**src/rtl/hall_sequence_generator.sv**
```systemverilog
// Six-state BLDC HALL sequence generator driven by a commanded step period and direction.
// Build macro HALL_GEN_FAULT_INJECT_EN enables forcing invalid HALL outputs through fault_inject.

package hall_gen_pkg;
    typedef enum logic [2:0] {
        HALL_INVALID = 3'b000,
        HALL_C       = 3'b001,
        HALL_B       = 3'b010,
        HALL_BC      = 3'b011,
        HALL_A       = 3'b100,
        HALL_AC      = 3'b101,
        HALL_AB      = 3'b110,
        HALL_ALL     = 3'b111
    } hall_states_t;

    typedef enum logic [1:0] {
        DIR_NONE = 2'b00,
        DIR_CW   = 2'b01,
        DIR_CCW  = 2'b10
    } rotation_direction_t;
endpackage

module hall_sequence_generator
    import hall_gen_pkg::*;
#(
    parameter int clk_freq_hz   = 27_000_000,
    parameter int counter_width = 32,
    parameter int min_period    = 16,
    parameter int init_sector   = 0
) (
    input  logic                     clk,
    input  logic                     reset_n,
    input  logic                     cmd_valid,
    output logic                     cmd_ready,
    input  logic [counter_width-1:0] cmd_period,
    input  rotation_direction_t      cmd_direction,
    input  logic                     halt,
    input  logic                     fault_inject,
    output hall_states_t             hall_values,
    output logic [2:0]               sector,
    output logic                     step_strobe,
    output logic [counter_width-1:0] position,
    output logic                     running
);

    typedef enum logic {
        IDLE,
        RUN
    } state_t;

    // The clock frequency only documents how min_period was chosen.
    localparam int unused_clk_freq_hz = clk_freq_hz;
    localparam logic [2:0]               reset_sector = 3'(init_sector);
    localparam logic [counter_width-1:0] min_period_w = counter_width'(min_period);

    function automatic hall_states_t sector_to_hall(input logic [2:0] s);
        case (s)
            3'd0:    return HALL_AC;
            3'd1:    return HALL_A;
            3'd2:    return HALL_AB;
            3'd3:    return HALL_B;
            3'd4:    return HALL_BC;
            3'd5:    return HALL_C;
            default: return HALL_INVALID;
        endcase
    endfunction

    function automatic logic [2:0] step_sector(input logic [2:0] s, input rotation_direction_t d);
        logic [2:0] r;
        r = s;
        if (d == DIR_CW) begin
            r = (s == 3'd5) ? 3'd0 : s + 3'd1;
        end else if (d == DIR_CCW) begin
            r = (s == 3'd0) ? 3'd5 : s - 3'd1;
        end
        return r;
    endfunction

    state_t                   state;
    logic [counter_width-1:0] tick;
    logic [counter_width-1:0] period;
    rotation_direction_t      direction;
    logic                     pend_valid;
    logic                     pend_stop;
    logic [counter_width-1:0] pend_period;
    rotation_direction_t      pend_direction;
    logic [2:0]               int_sector;

    logic                     accept;
    logic                     cmd_is_stop;
    logic                     boundary;
    logic                     pend_valid_nxt;
    logic [counter_width-1:0] cmd_period_clamped;
    logic [2:0]               sector_nxt;
    logic                     force_invalid;

    assign accept             = cmd_valid & cmd_ready & ~halt;
    assign cmd_is_stop        = (cmd_period == '0) || (cmd_direction == DIR_NONE);
    assign cmd_period_clamped = (cmd_period < min_period_w) ? min_period_w : cmd_period;
    assign boundary           = (state == RUN) && (tick == period - 1'b1) && !halt;
    assign sector_nxt         = boundary ? step_sector(int_sector, direction) : int_sector;

`ifdef HALL_GEN_FAULT_INJECT_EN
    assign force_invalid = fault_inject;
`else
    logic unused_fault_inject;
    assign unused_fault_inject = fault_inject;
    assign force_invalid       = 1'b0;
`endif

    // An accept in RUN wins over a same-edge boundary so the new command stays pending.
    always_comb begin
        pend_valid_nxt = pend_valid;
        if (halt) begin
            pend_valid_nxt = 1'b0;
        end else if ((state == RUN) && accept) begin
            pend_valid_nxt = 1'b1;
        end else if (boundary) begin
            pend_valid_nxt = 1'b0;
        end
    end

    always_ff @(posedge clk or negedge reset_n) begin
        if (!reset_n) begin
            state          <= IDLE;
            tick           <= '0;
            period         <= min_period_w;
            direction      <= DIR_NONE;
            pend_valid     <= 1'b0;
            pend_stop      <= 1'b0;
            pend_period    <= '0;
            pend_direction <= DIR_NONE;
            int_sector     <= reset_sector;
            position       <= '0;
            running        <= 1'b0;
            cmd_ready      <= 1'b1;
            step_strobe    <= 1'b0;
            sector         <= reset_sector;
            hall_values    <= sector_to_hall(reset_sector);
        end else begin
            if (halt) begin
                state   <= IDLE;
                tick    <= '0;
                running <= 1'b0;
            end else begin
                case (state)
                    IDLE: begin
                        tick <= '0;
                        if (accept && !cmd_is_stop) begin
                            period    <= cmd_period_clamped;
                            direction <= cmd_direction;
                            state     <= RUN;
                            running   <= 1'b1;
                        end
                    end
                    RUN: begin
                        if (boundary) begin
                            tick       <= '0;
                            int_sector <= sector_nxt;
                            position   <= (direction == DIR_CW) ? position + 1'b1
                                                                : position - 1'b1;
                            if (pend_valid) begin
                                if (pend_stop) begin
                                    state   <= IDLE;
                                    running <= 1'b0;
                                end else begin
                                    period    <= pend_period;
                                    direction <= pend_direction;
                                end
                            end
                        end else begin
                            tick <= tick + 1'b1;
                        end
                        if (accept) begin
                            pend_stop      <= cmd_is_stop;
                            pend_period    <= cmd_period_clamped;
                            pend_direction <= cmd_direction;
                        end
                    end
                    default: state <= IDLE;
                endcase
            end

            pend_valid <= pend_valid_nxt;
            cmd_ready  <= !pend_valid_nxt && !halt;

            // Internal stepping continues underneath a forced-invalid output.
            if (force_invalid) begin
                hall_values <= HALL_INVALID;
                sector      <= 3'b111;
                step_strobe <= 1'b0;
            end else begin
                hall_values <= sector_to_hall(sector_nxt);
                sector      <= sector_nxt;
                step_strobe <= boundary;
            end
        end
    end

endmodule

```
**config.mk**
```make
export PLATFORM = sky130hd
export DESIGN_NAME = hall_sequence_generator
export DESIGN_NICKNAME = d
export VERILOG_FILES = /design/src/rtl/hall_sequence_generator.sv
export SDC_FILE = /design/constraint.sdc
export NUM_CORES = 1
export LEC_CHECK = 0
export ABC_AREA = 1
export CAP_MARGIN = 40
export CORE_AREA = 2 2 119 167
export CTS_CLUSTER_SIZE = 10
export DETAILED_ROUTE_END_ITERATION = 8
export DIE_AREA = 0 0 121 169
export DONT_BUFFER_PORTS = 1
export GPL_TIMING_DRIVEN = 1
export PLACE_DENSITY = 0.7
export SYNTH_ARGS = -nofsm -noshare
export SYNTH_HDL_FRONTEND = slang
export SYNTH_SLANG_ARGS = --single-unit
```
**constraint.sdc**
```tcl
create_clock -name clk -period 4.8 [get_ports clk]
set_input_delay 0.24 -clock clk [delete_from_list [all_inputs] [get_ports clk]]
set_output_delay 0.24 -clock clk [all_outputs]
set_load 0.05 [all_outputs]
```
==> impl_results.html <==
<table>
<tr><th>Metric</th><th>Value</th></tr>
<tr><th colspan="2">Setup path</th></tr>
<tr><td>Required arrival time at the worst endpoint</td><td>5110 ps</td></tr>
<tr><td>Worst reg2reg setup slack</td><td>1290 ps</td></tr>
<tr><td>Worst setup path endpoint</td><td>running$_DFFE_PN0P_</td></tr>
<tr><td>Maximum fanout along the worst path</td><td>33</td></tr>
<tr><td>Reg2reg end</td><td>running$_DFFE_PN0P_</td></tr>
<tr><td>Worst Setup SP</td><td>period[0]$_DFFE_PN0P_</td></tr>
<tr><td>RR Startpoint</td><td>period[0]$_DFFE_PN0P_</td></tr>
<tr><td>Data arrival at the endpoint of the critical path</td><td>3820 ps</td></tr>
<tr><td>Critical path class</td><td>flip-flop to flip-flop</td></tr>
<tr><td>Critical path launch point type</td><td>flip-flop</td></tr>
<tr><td>Element type at the critical path end</td><td>flip-flop</td></tr>
<tr><td>Logic depth of the worst register-to-register path</td><td>15</td></tr>
<tr><th colspan="2">Power and ir drop</th></tr>
<tr><td>Leakage component of the power</td><td>5.60 nW</td></tr>
<tr><td>Worst vdd ir</td><td>236 uV</td></tr>
<tr><td>Cell Pwr Density</td><td>407 nW/um2</td></tr>
<tr><th colspan="2">Job</th></tr>
<tr><td>Number of maximum-capacitance constraint violations</td><td>0</td></tr>
<tr><th colspan="2">Logic synthesis</th></tr>
<tr><td>Library cell with the highest instance count after synthesis</td><td>nand2_1</td></tr>
<tr><td>Mapped cell area</td><td>10,300 um2</td></tr>
<tr><td>Post-Syn Instances</td><td>1,411</td></tr>
<tr><td>Share of flip-flops with an asynchronous set or reset</td><td>100%</td></tr>
<tr><td>Yosys reg bits</td><td>147</td></tr>
<tr><td>Sequential element share of the synthesized area</td><td>35.8%</td></tr>
<tr><td>Avg Cell Area, Syn</td><td>7.30 um2</td></tr>
<tr><td>Prevailing post-synth register cell</td><td>dfrtp_1</td></tr>
<tr><td>Syn_nets</td><td>1,484</td></tr>
<tr><td>Post-Synth Adder-Cell Area</td><td>4.20%</td></tr>
<tr><td>Synth unique cells</td><td>58</td></tr>
<tr><td>Share of cell area taken by muxes after synthesis</td><td>0.389%</td></tr>
<tr><td>Most area-consuming cells after synthesis</td><td>dfrtp_1, nand2_1, inv_1</td></tr>
<tr><td>Synth warnings</td><td>0</td></tr>
<tr><td>Cell type contributing the most total cell area after synthesis</td><td>dfrtp_1</td></tr>
<tr><td>Most common library cells after synthesis</td><td>nand2_1, inv_1, nor2_1</td></tr>
<tr><td>XOR/XNOR Fraction of Synth Area</td><td>7.39%</td></tr>
<tr><td>Fraction of synthesized cell area taken by the top area cell type</td><td>34.8%</td></tr>
<tr><td>Fraction of the mapped netlist area in compound gates</td><td>13.8%</td></tr>
<tr><td>Fraction of the mapped netlist area in simple logic gates</td><td>29.5%</td></tr>
<tr><td>Number of flops mapped to enable cells by yosys</td><td>0</td></tr>
<tr><td>Main combinational cell family by area after synthesis</td><td>simple AND/OR/NAND/NOR gates</td></tr>
<tr><th colspan="2">Final layout</th></tr>
<tr><td>Fin nets</td><td>1,482</td></tr>
<tr><td>Finished Core Util</td><td>58.3%</td></tr>
<tr><td>Fraction of final layout cells with drive strength greater than 1</td><td>10.7%</td></tr>
<tr><td>Cell Count, Final, Fillers Out</td><td>1,670</td></tr>
<tr><td>Layout overhead on the synthesized area</td><td>7.55%</td></tr>
<tr><td>Filler instances</td><td>1,816</td></tr>
<tr><td>Final Instance Area</td><td>11,100 um2</td></tr>
<tr><td>Antenna cell count</td><td>0</td></tr>
<tr><th colspan="2">Die</th></tr>
<tr><td>Full die area</td><td>20,400 um2</td></tr>
<tr><td>Row count</td><td>60</td></tr>
<tr><td>Initial Utilization</td><td>54.2%</td></tr>
<tr><td>Chip Height</td><td>169 um</td></tr>
<tr><td>Top-level port count</td><td>80</td></tr>
<tr><td>Horiz. Die Dim</td><td>121 um</td></tr>
<tr><td>Standard cell core area</td><td>19,000 um2</td></tr>
<tr><th colspan="2">Routing</th></tr>
<tr><td>Number of vias in the routed layout</td><td>9,023</td></tr>
<tr><td>Wirelength per Cell</td><td>15.9 um</td></tr>
<tr><td>Detailed Routing Iterations Pass 1</td><td>5</td></tr>
<tr><td>Drt via density</td><td>5.40</td></tr>
<tr><td>Number of antenna-violating nets in the routed design</td><td>0</td></tr>
<tr><td>Drt initial violations</td><td>595</td></tr>
<tr><td>Total Wirelength</td><td>26.5 mm</td></tr>
<tr><td>Count of unresolved DRC violations after routing</td><td>0</td></tr>
<tr><th colspan="2">Clock network</th></tr>
<tr><td>Clock root buffer</td><td>clkbuf_16</td></tr>
<tr><td>TritonCTS clock tree</td><td>yes</td></tr>
<tr><td>Clk buf depth</td><td>2</td></tr>
<tr><td>Post-CTS setup repair buffer count</td><td>0</td></tr>
<tr><td>Clock Latency Late Sink</td><td>420 ps</td></tr>
<tr><td>Num Clock Sinks</td><td>147</td></tr>
<tr><td>H-tree level count</td><td>4</td></tr>
<tr><td>CTS Buf Count</td><td>17</td></tr>
<tr><td>Clock transition at the registers of the reported paths</td><td>60 ps</td></tr>
<tr><th colspan="2">Status</th></tr>
<tr><td>Status</td><td>finished, final reports clean</td></tr>
<tr><th colspan="2">Timing</th></tr>
<tr><td>Min Clock Period, post-route</td><td>3510 ps</td></tr>
<tr><td>Worst slew margin</td><td>46.6%</td></tr>
<tr><td>RSZ-0062 raised after global routing</td><td>false</td></tr>
<tr><td>Final clock skew</td><td>15.6 ps</td></tr>
<tr><td>Period utilisation layout</td><td>73.2%</td></tr>
<tr><td>Final setup fails</td><td>0</td></tr>
<tr><td>Final Max Tran Viols</td><td>0</td></tr>
<tr><td>Tightest Pin Transition</td><td>801 ps</td></tr>
<tr><td>Number of hold violations in the final report</td><td>0</td></tr>
<tr><td>Setup tns final</td><td>0 ps</td></tr>
<tr><td>F_max</td><td>285 MHz</td></tr>
<tr><th colspan="2">Placed design</th></tr>
<tr><td># port buffers</td><td>0</td></tr>
<tr><td>Final Wtd Congestion</td><td>0.952</td></tr>
<tr><td>DP HPWL</td><td>20.3 mm</td></tr>
<tr><td>Post-placement cell count</td><td>1,628</td></tr>
<tr><td>Post-placement cell area</td><td>10,400 um2</td></tr>
<tr><th colspan="2">GRT</th></tr>
<tr><td>Pin count of the biggest net entering global routing</td><td>148</td></tr>
<tr><td>Number of antenna violations at the first check in global routing</td><td>0</td></tr>
<tr><td>All-Layer GR Usage</td><td>27.1%</td></tr>
<tr><td>Number of global-route vias before repair</td><td>9,174</td></tr>
<tr><td>Overflow after GRT</td><td>0</td></tr>
<tr><td>Global-route wire length before repair</td><td>43.9 mm</td></tr>
<tr><th colspan="2">Worst hold path</th></tr>
<tr><td>Type of the tightest min-delay check</td><td>input port to flip-flop</td></tr>
</table>
placed cells by master, fill, tap and decap left out, drive strengths merged, types with 2 or more instances in the layout:
cell / netlist / final
nor4: 6 / 6
a21oi: 49 / 49
xor2: 52 / 52
xnor2: 34 / 34
nand3: 63 / 63
dfstp: 4 / 4
o21a: 9 / 9
nor2: 171 / 171
dlygate4sd3: 0 / 9
a31oi: 2 / 2
o211ai: 2 / 2
nand3b: 5 / 5
buf: 16 / 5
o2111ai: 2 / 2
nand4: 40 / 40
clkinv: 1 / 6
dfrtp: 143 / 143
a21boi: 3 / 3
nor3: 26 / 26
nand2: 356 / 356
clkinvlp: 0 / 5
a211oi: 2 / 2
or2: 9 / 9
o21ai: 159 / 159
a21o: 3 / 3
nor3b: 3 / 3
mux2i: 4 / 4
clkbuf: 19 / 20
o21bai: 6 / 6
ha: 33 / 33
inv: 180 / 181
sequential cells by signal, summed over array words and instances, names as in the netlist:
| register | flops |
|---|---|
| position | 32 |
| pend_period | 32 |
| direction | 2 |
| hall_values | 3 |
| pend_stop | 1 |
| int_sector | 3 |
| cmd_ready | 1 |
| state | 1 |
| sector | 3 |
| step_strobe | 1 |
| tick | 32 |
| period | 32 |
| pend_valid | 1 |
| pend_direction | 2 |
| running | 1 |
where the power goes:
group	total, mW	switching (mW)	internal [mW]
sequential	1.60	0.186	1.42
clock	1.26	0.534	0.726
combinational	1.64	1.10	0.542
total	4.51	1.82	2.69
what timing repair did:
item / 4_1_cts / 5_1_grt
resized for setup: 0 / 0
hold endpoints to repair: 156 / 0
hold buffers: 10 / 0
worst max-delay path, stage by stage, from the launching register on:
cell and delay [ps]:
dfrtp_1 400, inv_1 120, ha_1 200, nand2_1 120, nor2_4 340, nand3_2 160
nor2_1 170, nor2_1 70, nor2_2 150, nand3_1 110, nor2_2 170, nand3_2 410
nand3_2 680, nand3_1 150, nand2_1 90, nand2_1 50
kinds of logic (layout without fill, tap and decap cells):
kind of cell	count (synthesis)	after routing
AND/OR/NAND/NOR	681	681
XOR/XNOR	86	86
buffers and inverters	216	227
flip-flops	147	147
multiplexers	4	4
adder cells (fa/ha/maj)	34	34
AO/OA/AOI/OAI	243	243
metrics by stage:
stage | power (mW) | hold slack [ps] | setup slack [ps]
after floorplan | 2.85 | -55.6 | 1820
after global placement | 3.19 | -50.1 | 1330
after detailed placement | 3.22 | -50.0 | 1290
after CTS | 4.52 | 4.19 | 1280
after global routing | 4.83 | 25.1 | 975
final | 4.51 | 15.7 | 1290
how the worst min path moves through the flow:
| stage | startpoint | to | slack (ps) | cells after the start |
|---|---|---|---|---|
| 3_3_place_gp | reset_n | sector[1]$_DFF_PN0_ | -50 | 0 |
| 4_1_cts | cmd_period[23] | pend_period[23]$_DFFE_PN0P_ | 4 | 2 |
| 2_1_floorplan | reset_n | direction[0]$_DFFE_PN0P_ | -60 | 0 |
| 5_1_grt | cmd_period[14] | pend_period[14]$_DFFE_PN0P_ | 30 | 2 |
| 6_report | cmd_period[22] | pend_period[22]$_DFFE_PN0P_ | 20 | 2 |
| 3_5_place_dp | reset_n | sector[1]$_DFF_PN0_ | -50 | 0 |
layout make-up:
| type | instances | area (um2) | share of cell area, % |
|---|---|---|---|
| clock buffers | 20 | 447 | 4.03 |
| clock inverters | 12 | 109 | 0.983 |
| inverters | 181 | 684 | 6.18 |
| multi-input cells | 1048 | 5690 | 51.4 |
| flip-flops and latches | 147 | 3680 | 33.3 |
| well taps | 248 | 310 | 2.80 |
| repair buffers | 14 | 148 | 1.33 |
metal layers:
metal,vias up,part of all wire (%),track usage [%]
met5,-,0,0
met1,4206,39,29.1
met4,0,3.8,12.5
li1,4568,-,-
met2,187,53,50.5
met3,62,3.7,5.09
Power figures use the tool's default switching activity.
